### src/rtl/alu_uart_pkg.sv
// Shared definitions for the UART-driven ALU command interface:
// opcode constants, FSM state encoding and default bus widths.
package alu_uart_pkg;

    localparam int DEFAULT_DATA_WIDTH = 8;
    localparam int DEFAULT_OP_WIDTH   = 6;

    // Opcodes are full-byte values; the top two bits of a valid opcode byte are always zero.
    localparam logic [7:0] OP_ADD = 8'h20;
    localparam logic [7:0] OP_SUB = 8'h22;
    localparam logic [7:0] OP_AND = 8'h24;
    localparam logic [7:0] OP_OR  = 8'h25;
    localparam logic [7:0] OP_XOR = 8'h26;
    localparam logic [7:0] OP_NOR = 8'h27;
    localparam logic [7:0] OP_SRA = 8'h03;
    localparam logic [7:0] OP_SRL = 8'h02;

    typedef enum logic [2:0] {
        ST_IDLE    = 3'd0,
        ST_WAIT_A  = 3'd1,
        ST_WAIT_B  = 3'd2,
        ST_EXEC    = 3'd3,
        ST_SEND    = 3'd4,
        ST_WAIT_TX = 3'd5
    } state_e;

    function automatic logic is_wait_state(input state_e s);
        return (s == ST_WAIT_A) || (s == ST_WAIT_B);
    endfunction

endpackage

### src/rtl/intf_timeout_cnt.sv
// Inter-byte timeout counter: counts enabled cycles and flags the cycle in
// which the count reaches TIMEOUT_CLKS-1.
module intf_timeout_cnt #(
    parameter int TIMEOUT_CLKS = 1000000
) (
    input  logic i_clk,
    input  logic i_reset,
    input  logic clear_i,
    input  logic enable_i,
    output logic expired_o
);

    localparam int CW = (TIMEOUT_CLKS > 2) ? $clog2(TIMEOUT_CLKS) : 1;
    // The value held during the cycle whose increment lands on TIMEOUT_CLKS-1.
    localparam logic [CW-1:0] LAST_CNT = CW'(TIMEOUT_CLKS - 2);

    logic [CW-1:0] cnt_q;
    logic [CW-1:0] cnt_d;

    always_comb begin
        cnt_d = cnt_q;
        if (clear_i) begin
            cnt_d = '0;
        end else if (enable_i) begin
            cnt_d = cnt_q + CW'(1);
        end
    end

    always_ff @(posedge i_clk or negedge i_reset) begin
        if (!i_reset) begin
            cnt_q <= '0;
        end else begin
            cnt_q <= cnt_d;
        end
    end

    assign expired_o = enable_i && !clear_i && (cnt_q == LAST_CNT);

endmodule

### src/rtl/alu_uart_intf.sv
// Collects opcode, A and B bytes from a UART receiver, drives an external ALU
// and hands the registered result to the UART transmitter.
module alu_uart_intf
    import alu_uart_pkg::*;
#(
    parameter int DATA_WIDTH   = DEFAULT_DATA_WIDTH,
    parameter int OP_WIDTH     = DEFAULT_OP_WIDTH,
    parameter int TIMEOUT_CLKS = 1000000
) (
    input  logic                  i_clk,
    input  logic                  i_reset,
    input  logic [DATA_WIDTH-1:0] i_rx_data,
    input  logic                  i_rx_done,
    input  logic [DATA_WIDTH-1:0] i_alu_result,
    input  logic                  i_tx_done,
    output logic [DATA_WIDTH-1:0] o_alu_a,
    output logic [DATA_WIDTH-1:0] o_alu_b,
    output logic [OP_WIDTH-1:0]   o_alu_op,
    output logic [DATA_WIDTH-1:0] o_tx_data,
    output logic                  o_tx_start,
    output logic                  o_err,
    output logic                  o_busy
);

    state_e                state_q;
    logic [DATA_WIDTH-1:0] alu_a_q;
    logic [DATA_WIDTH-1:0] alu_b_q;
    logic [OP_WIDTH-1:0]   alu_op_q;
    logic [DATA_WIDTH-1:0] tx_data_q;
    logic                  tx_start_q;
    logic                  err_q;
    logic                  busy_q;

    logic op_valid;
    logic in_wait;
    logic tmo_clear;
    logic tmo_expired;

    // Whole-byte match, so any byte with stray high bits is rejected.
    always_comb begin
        op_valid = 1'b0;
        case (i_rx_data)
            DATA_WIDTH'(OP_ADD), DATA_WIDTH'(OP_SUB), DATA_WIDTH'(OP_AND),
            DATA_WIDTH'(OP_OR),  DATA_WIDTH'(OP_XOR), DATA_WIDTH'(OP_NOR),
            DATA_WIDTH'(OP_SRA), DATA_WIDTH'(OP_SRL): op_valid = 1'b1;
            default: op_valid = 1'b0;
        endcase
    end

    assign in_wait   = is_wait_state(state_q);
    assign tmo_clear = !in_wait || i_rx_done;

    intf_timeout_cnt #(
        .TIMEOUT_CLKS(TIMEOUT_CLKS)
    ) u_timeout (
        .i_clk     (i_clk),
        .i_reset   (i_reset),
        .clear_i   (tmo_clear),
        .enable_i  (in_wait),
        .expired_o (tmo_expired)
    );

    always_ff @(posedge i_clk or negedge i_reset) begin
        if (!i_reset) begin
            state_q    <= ST_IDLE;
            alu_a_q    <= '0;
            alu_b_q    <= '0;
            alu_op_q   <= '0;
            tx_data_q  <= '0;
            tx_start_q <= 1'b0;
            err_q      <= 1'b0;
            busy_q     <= 1'b0;
        end else begin
            tx_start_q <= 1'b0;
            err_q      <= 1'b0;
            case (state_q)
                ST_IDLE: begin
                    if (i_rx_done) begin
                        if (op_valid) begin
                            alu_op_q <= i_rx_data[OP_WIDTH-1:0];
                            state_q  <= ST_WAIT_A;
                            busy_q   <= 1'b1;
                        end else begin
                            err_q <= 1'b1;
                        end
                    end
                end
                // A byte arriving on the expiry cycle wins over the timeout.
                ST_WAIT_A: begin
                    if (i_rx_done) begin
                        alu_a_q <= i_rx_data;
                        state_q <= ST_WAIT_B;
                    end else if (tmo_expired) begin
                        state_q <= ST_IDLE;
                        busy_q  <= 1'b0;
                        err_q   <= 1'b1;
                    end
                end
                ST_WAIT_B: begin
                    if (i_rx_done) begin
                        alu_b_q <= i_rx_data;
                        state_q <= ST_EXEC;
                    end else if (tmo_expired) begin
                        state_q <= ST_IDLE;
                        busy_q  <= 1'b0;
                        err_q   <= 1'b1;
                    end
                end
                // tx_start is raised here so that it is high exactly while in SEND.
                ST_EXEC: begin
                    tx_data_q  <= i_alu_result;
                    tx_start_q <= 1'b1;
                    state_q    <= ST_SEND;
                    err_q      <= i_rx_done;
                end
                ST_SEND: begin
                    state_q <= ST_WAIT_TX;
                    err_q   <= i_rx_done;
                end
                ST_WAIT_TX: begin
                    err_q <= i_rx_done;
                    if (i_tx_done) begin
                        state_q <= ST_IDLE;
                        busy_q  <= 1'b0;
                    end
                end
                default: begin
                    state_q <= ST_IDLE;
                    busy_q  <= 1'b0;
                end
            endcase
        end
    end

    assign o_alu_a    = alu_a_q;
    assign o_alu_b    = alu_b_q;
    assign o_alu_op   = alu_op_q;
    assign o_tx_data  = tx_data_q;
    assign o_tx_start = tx_start_q;
    assign o_err      = err_q;
    assign o_busy     = busy_q;

endmodule

### config.mk
export PLATFORM = sky130hd
export DESIGN_NAME = alu_uart_intf
export DESIGN_NICKNAME = d
export VERILOG_FILES = /design/src/rtl/alu_uart_pkg.sv /design/src/rtl/intf_timeout_cnt.sv /design/src/rtl/alu_uart_intf.sv
export SDC_FILE = /design/constraint.sdc
export NUM_CORES = 1
export LEC_CHECK = 0
export CAP_MARGIN = 10
export CELL_PAD_IN_SITES_DETAIL_PLACEMENT = 1
export CELL_PAD_IN_SITES_GLOBAL_PLACEMENT = 1
export CORE_MARGIN = 2
export CORE_UTILIZATION = 44
export DETAILED_ROUTE_END_ITERATION = 8
export PLACE_DENSITY_LB_ADDON = 0.1
export SYNTH_ARGS = -nofsm -noshare
export SYNTH_HDL_FRONTEND = slang
export SYNTH_HIERARCHICAL = 1
export SYNTH_SLANG_ARGS = --single-unit
### constraint.sdc
create_clock -name i_clk -period 5.9 [get_ports i_clk]
set_clock_uncertainty 0.1 [all_clocks]
set_input_delay 0.59 -clock i_clk [delete_from_list [all_inputs] [get_ports i_clk]]
set_output_delay 0.59 -clock i_clk [all_outputs]
set_load 0.05 [all_outputs]
**Word level (Yosys, flattened, before mapping)**

Cells that the tools add are included.

- Bits in registers: 56
- Input port bits: 20

- Bitwise logic cells: 1
- Add/sub/neg operators: 1
- Multiplexer cells: 22
- Reductions and logical operators: 17
- Equality and inequality tests: 19

Operators by type and width:

| kind | count |
|---|---|
| $eq 8x6->1 const B | 6 |
| $mux 20 | 2 |
| $add 20x1->20 const B | 1 |
| $eq 20x20->1 const B | 1 |
| $mux 3 | 6 |
| $pmux 3 s6 | 1 |
| $eq 8x2->1 const B | 2 |
| $mux 1 | 11 |
| $ne 2x2->1 const B | 4 |
| $reduce_or 8->1 | 1 |
| $eq 3x2->1 const B | 2 |
| $eq 3x3->1 const B | 2 |
| $reduce_and 3->1 | 2 |
| $reduce_and 6->1 | 1 |
| $pmux 1 s4 | 1 |
| $reduce_and 2->1 | 2 |
| $reduce_or 2->1 | 2 |
| $eq 3x1->1 const B | 1 |
| $logic_not 3->1 | 1 |
| $pmux 1 s3 | 1 |
| $reduce_or 3->1 | 1 |
| $logic_and 1x1->1 | 2 |
| $logic_not 1->1 | 2 |
| $logic_or 1x1->1 | 2 |
| 3 further kinds | 3 |

**Logic depth before layout (Yosys ltp)**

- Depth in word-level cells: 10
- Gate-level depth with buffers: 9
- Depth with buffers taken out: 8

**By module**

The synthesis kept the hierarchy.

By module, submodules not included:

| module | times used | sequential area each (um^2) | area an instance (um^2) | cells each |
|---|---|---|---|---|
| alu_uart_intf | 1 | 900.9 | 1,579.0 | 113 |
| intf_timeout_cnt | 1 | 500.5 | 1,091.0 | 113 |

**Worst setup path before layout**

Ideal clock, no wire load.

- Kind: reg-to-reg
- From: register state_q[0]
- To: register busy_q (netlist: o_busy)
- Stages on the path, launching flop included: 10
- Clock period less this slack: 2.317 ns
- Library setup time: 0.120 ns
- Path slack: 3.583 ns
- Data required time: 5.680 ns
- Data arrival time: 2.097 ns
- Path through: dfrtp_1 > buf_2 > xnor2_1 > or3_1 > nand4b_1 > nor4_1 > nand2b_1 > o21ai_0 > nand3_1 > and3b_1

- Word-level cells in the longest chain between the ends: 9

RTL lines:

| what | line | source |
|---|---|---|
| start: declaration | alu_uart_intf.sv:25 | `state_e state_q;` |
| start signal: assignment | alu_uart_intf.sv:65 | `state_q <= ST_IDLE;` |
| start signal: assignment | alu_uart_intf.sv:81 | `state_q <= ST_WAIT_A;` |
| start signal: assignment | alu_uart_intf.sv:92 | `state_q <= ST_WAIT_B;` |
| $eq 3x1->1 or $eq 3x2->1 (tied branches) | alu_uart_pkg.sv:28 | `return (s == ST_WAIT_A) \|\| (s == ST_WAIT_B);` |
| $logic_or 1x1->1 * | alu_uart_pkg.sv:28 |  |
| $logic_not 1->1 * | alu_uart_intf.sv:51 | `assign tmo_clear = !in_wait \|\| i_rx_done;` |
| $logic_or 1x1->1 * | alu_uart_intf.sv:51 |  |
| net tmo_clear | alu_uart_intf.sv:36 | `logic tmo_clear;` |
| $logic_not 1->1 * | intf_timeout_cnt.sv:37 | `assign expired_o = enable_i && !clear_i && (cnt_q == LAST_CNT);` |
| $logic_and 1x1->1 * (2 in series) | intf_timeout_cnt.sv:37 |  |
| net tmo_expired | alu_uart_intf.sv:37 | `logic tmo_expired;` |
| $ne 2x1->1 (no line) * | - |  |
| $reduce_and 6->1 (no line) * | - |  |
| end signal: assignment | alu_uart_intf.sv:72 | `busy_q <= 1'b0;` |
| end signal: assignment | alu_uart_intf.sv:82 | `busy_q <= 1'b1;` |
| end signal: assignment | alu_uart_intf.sv:95 | `busy_q <= 1'b0;` |
| end: declaration | alu_uart_intf.sv:32 | `logic busy_q;` |

The timed path passes the listed nets; every way through them passes the cells marked *.
A chain may end at the register's enable or synchronous reset.

**Final worst setup path**

- From: input i_rx_done
- To: register busy_q (netlist: o_busy)

- Word-level cells in the longest chain between the ends: 6

RTL lines:

| what | line | source |
|---|---|---|
| start: declaration | alu_uart_intf.sv:13 | `input logic i_rx_done,` |
| $logic_or 1x1->1 | alu_uart_intf.sv:51 |  |
| net tmo_clear | alu_uart_intf.sv:36 |  |
| $logic_not 1->1 | intf_timeout_cnt.sv:37 |  |
| $logic_and 1x1->1 (2 in series) | intf_timeout_cnt.sv:37 |  |
| net tmo_expired | alu_uart_intf.sv:37 |  |
| $ne 2x1->1 (no line) | - |  |
| $reduce_and 6->1 (no line) | - |  |

The timed path passes the listed nets, and every way through them passes these cells.

==> metrics.md <==
| Metric | Value |
|---|---|
| CP Max Fanout | 21 |
| DR WL/cell | approximately 16 µm |
| Final min period | around 3.2 ns |
| Global-route wire length before repair | 9.65 mm |
| Crit path kind | input port to register |
| Die ar. | roughly 0.0067 mm² |
| Worst Path Buf+Inv | 1 |
| Async SR Flop Fraction | 100% |
| Initial antenna violation count | 0 |
| CTS Buf Count | 5 |
| Final setup vio count | 0 |
| Worst stage delay on the critical path | 0.71 ns |
| N_diodes | 0 |
| Deepest clock path buffer count | 2 |
| Die width | between 80 and 90 µm |
| GRT met1 Usage | 24.9% |
| IO Pins | 53 |
| CP startpoint kind | input port |
| GR Util met2 | a little under a third |
| P&R area growth vs syn | 24.3% |
| Crit path capture type | register |
| Maximum clock rate | 0.310 GHz |
| Rows | 28 |
| H-tree depth | 2 |
| Critical-path cell list | clkdlybuf4s50_1 -> or3_1 -> nand4b_1 -> nor4_1 -> nand2b_1 -> o21ai_0 -> nand3_1 -> and3b_1 |
| Grt ovf | 0 |
| Hold_ws | 0.300 ns |
| Tightest Pin Transition | a little over 0.7 ns |
| CP Data Arrival Time | 3.32 ns |
| Post-Layout Cell Count | 351 |
| CTS tree | built |
| Mapped Area | 0.00267 mm² |
| Max-Cap Viols | 0 |
| Critical path's slowest cell | or3_1 |
| Via/cell ratio | between 5 and 6 |
| Remaining routing DRC violations | 0 |
| Hold buffer count at cts | 0 |
| Setup repair bufs after CTS | 0 |
| Min-delay worst type | input port to async pin |
| DRT Pass-1 Iters | 4 |
| GPL Wtd Cong | 0.726 |
| Drt initial violations | 83 |
| M3 GR Usage | roughly 4.6% |
| Fraction of layout instances using a drive strength above 1 | 18.1% |
| Yosys reg bits | 56 |
| Post-synth cell types | 47 |
| HPWL after detailed placement | between 3 and 4 mm |
| Core ar. | 0.00589 mm² |
| Outcome | complete, no violations |
| Die Height | slightly above 80 µm |
| Sum of negative setup slack | 0 ns |
| Area leader, netlist | dfrtp_1 |
| Post-synthesis sequential area ratio | a little over half |
| Via count | 1872 |
| Post-layout total power | 1660 µW |
| Count of pins over their slew limit | 0 |
| Clock transition at path regs | 0.10 ns |
| Initial Utilization | 45.4% |
| Post-Syn Instances | approximately 230 |
| Clock root cell | clkbuf_8 |
| RSZ-0062 raised after global routing | false |
| Largest net degree at the start of global routing | 57 |
| Setup ws final | ~2.7 ns |
| Worst vdd ir | 0.345 mV |
| Cell Pwr Density | 500 mW/mm² |
| Cell depth of the worst flop-to-flop path | 8 |
| Leakage power | 0.00136 µW |
| # clock sinks | 56 |
| Top Usage Layer GRT | met2 |
| CP Data Required Time | roughly 6 ns |
| Most frequent cells after synthesis | dfrtp_1, mux2_2, nor2_1 |
| Total Routing Usage GR | roughly a fifth |
| Yosys warnings | 6 |
| # fillers | around 630 |
| Vias in the first global route | roughly 2000 |
| Number of placed instances, taps included | approximately 340 |
| Hold Violations, Final | 0 |
| Total stage count of the critical path | 8 |
| CP top delay family | simple AND/OR/NAND/NOR gates |
| Mapped Nets | roughly 250 |
| Cells resized by post-CTS repair | 0 |
| ANT nets after route | 0 |
| Top cells by area, synth | dfrtp_1, mux2_2, xor2_1 |
| Part of the cycle the worst path needs | 54.6% |
| Avg Cell Area, Syn | 11.8 µm² |
| Nets@finish | between 200 and 300 |
| Post-synth EDFFs | 0 |
| # port buffers | 52 |
| Clk_lat worst skew | around 0.31 ns |
| Slew headroom | 51.6% |
| Yosys top cell area share | 52.5% |
| Routed WL | about 5.7 mm |
| Most frequent cell after synthesis | dfrtp_1 |
| Top FF cell, synth | dfrtp_1 |
| Post-place setup slack | 2.37 ns |
cell families after synthesis:
group,count (synthesis),synth area share (%)
adder cells (fa/ha/maj),2,0.937
AND/OR/NAND/NOR,83,19.9
AO/OA/AOI/OAI,31,7.17
flip-flops,56,52.5
multiplexers,28,12.4
buffers and inverters,14,3.23
XOR/XNOR,12,3.94
power by group:
part           switching (µW)  internal [µW]  leakage, µW
Clock                     125            126    0.0000552
Sequential               86.1            494     0.000724
Combinational             516            312     0.000584
cell usage in the layout (no fill, tap or decap), types with 4 or more instances in the layout:
| cell type | instances |
|---|---|
| dfrtp_1 | 56 |
| clkdlybuf4s50_1 | 51 |
| mux2_2 | 24 |
| nor2_1 | 16 |
| a21oi_1 | 13 |
| nand2_1 | 11 |
| o21ai_0 | 9 |
| xor2_1 | 9 |
| or3_1 | 8 |
| nand3_1 | 7 |
| nand4_1 | 7 |
| clkbuf_8 | 5 |
| mux2_4 | 4 |
| and2_1 | 4 |
layout make-up:
cell class	count	area (µm²)	share of cell area, %
clock buffer	6	72.6	2.19
clock inverter	2	35.0	1.06
inverter	3	11.3	0.339
multi-input combinational	156	1180	35.6
sequential	56	1400	42.2
tap	75	93.8	2.83
timing repair buffer	53	523	15.8
metal layers:
layer | part of all wire [%] | vias up
li1 | - | 901
met1 | 45 | 941
met2 | 50 | 25
met3 | 3.2 | 5
met4 | 1.3 | 0
met5 | 0 | -
flip-flops by register name (all words and copies together) (netlist names):
register,count
u_timeout/cnt_q,20
o_tx_data,8
o_busy,1
o_err,1
o_alu_b,8
o_tx_start,1
o_alu_a,8
o_alu_op,6
state_q,3
worst paths after layout:
kind	slack, ns	to	start
max in group asynchronous	4.91	o_tx_start	i_reset
worst max register to register	2.82	o_busy	state_q[0]
worst max-delay path	2.68	o_busy	i_rx_done
worst min-delay path	0.30	u_timeout/cnt_q[16]	i_reset
worst min register to register	0.41	o_tx_data[1]	o_tx_data[1]
min in group i_clk	0.41	o_tx_data[1]	o_tx_data[1]
metrics by stage:
| step | utilization, % | instance area [µm²] |
|---|---|---|
| floorplan | - | 2670 |
| global placement | 54.6 | 3210 |
| detailed placement | 54.6 | 3210 |
| CTS | 56.4 | 3320 |
| global route | 56.4 | 3320 |
| finish | 56.4 | 3320 |
Power figures use the tool's default switching activity.
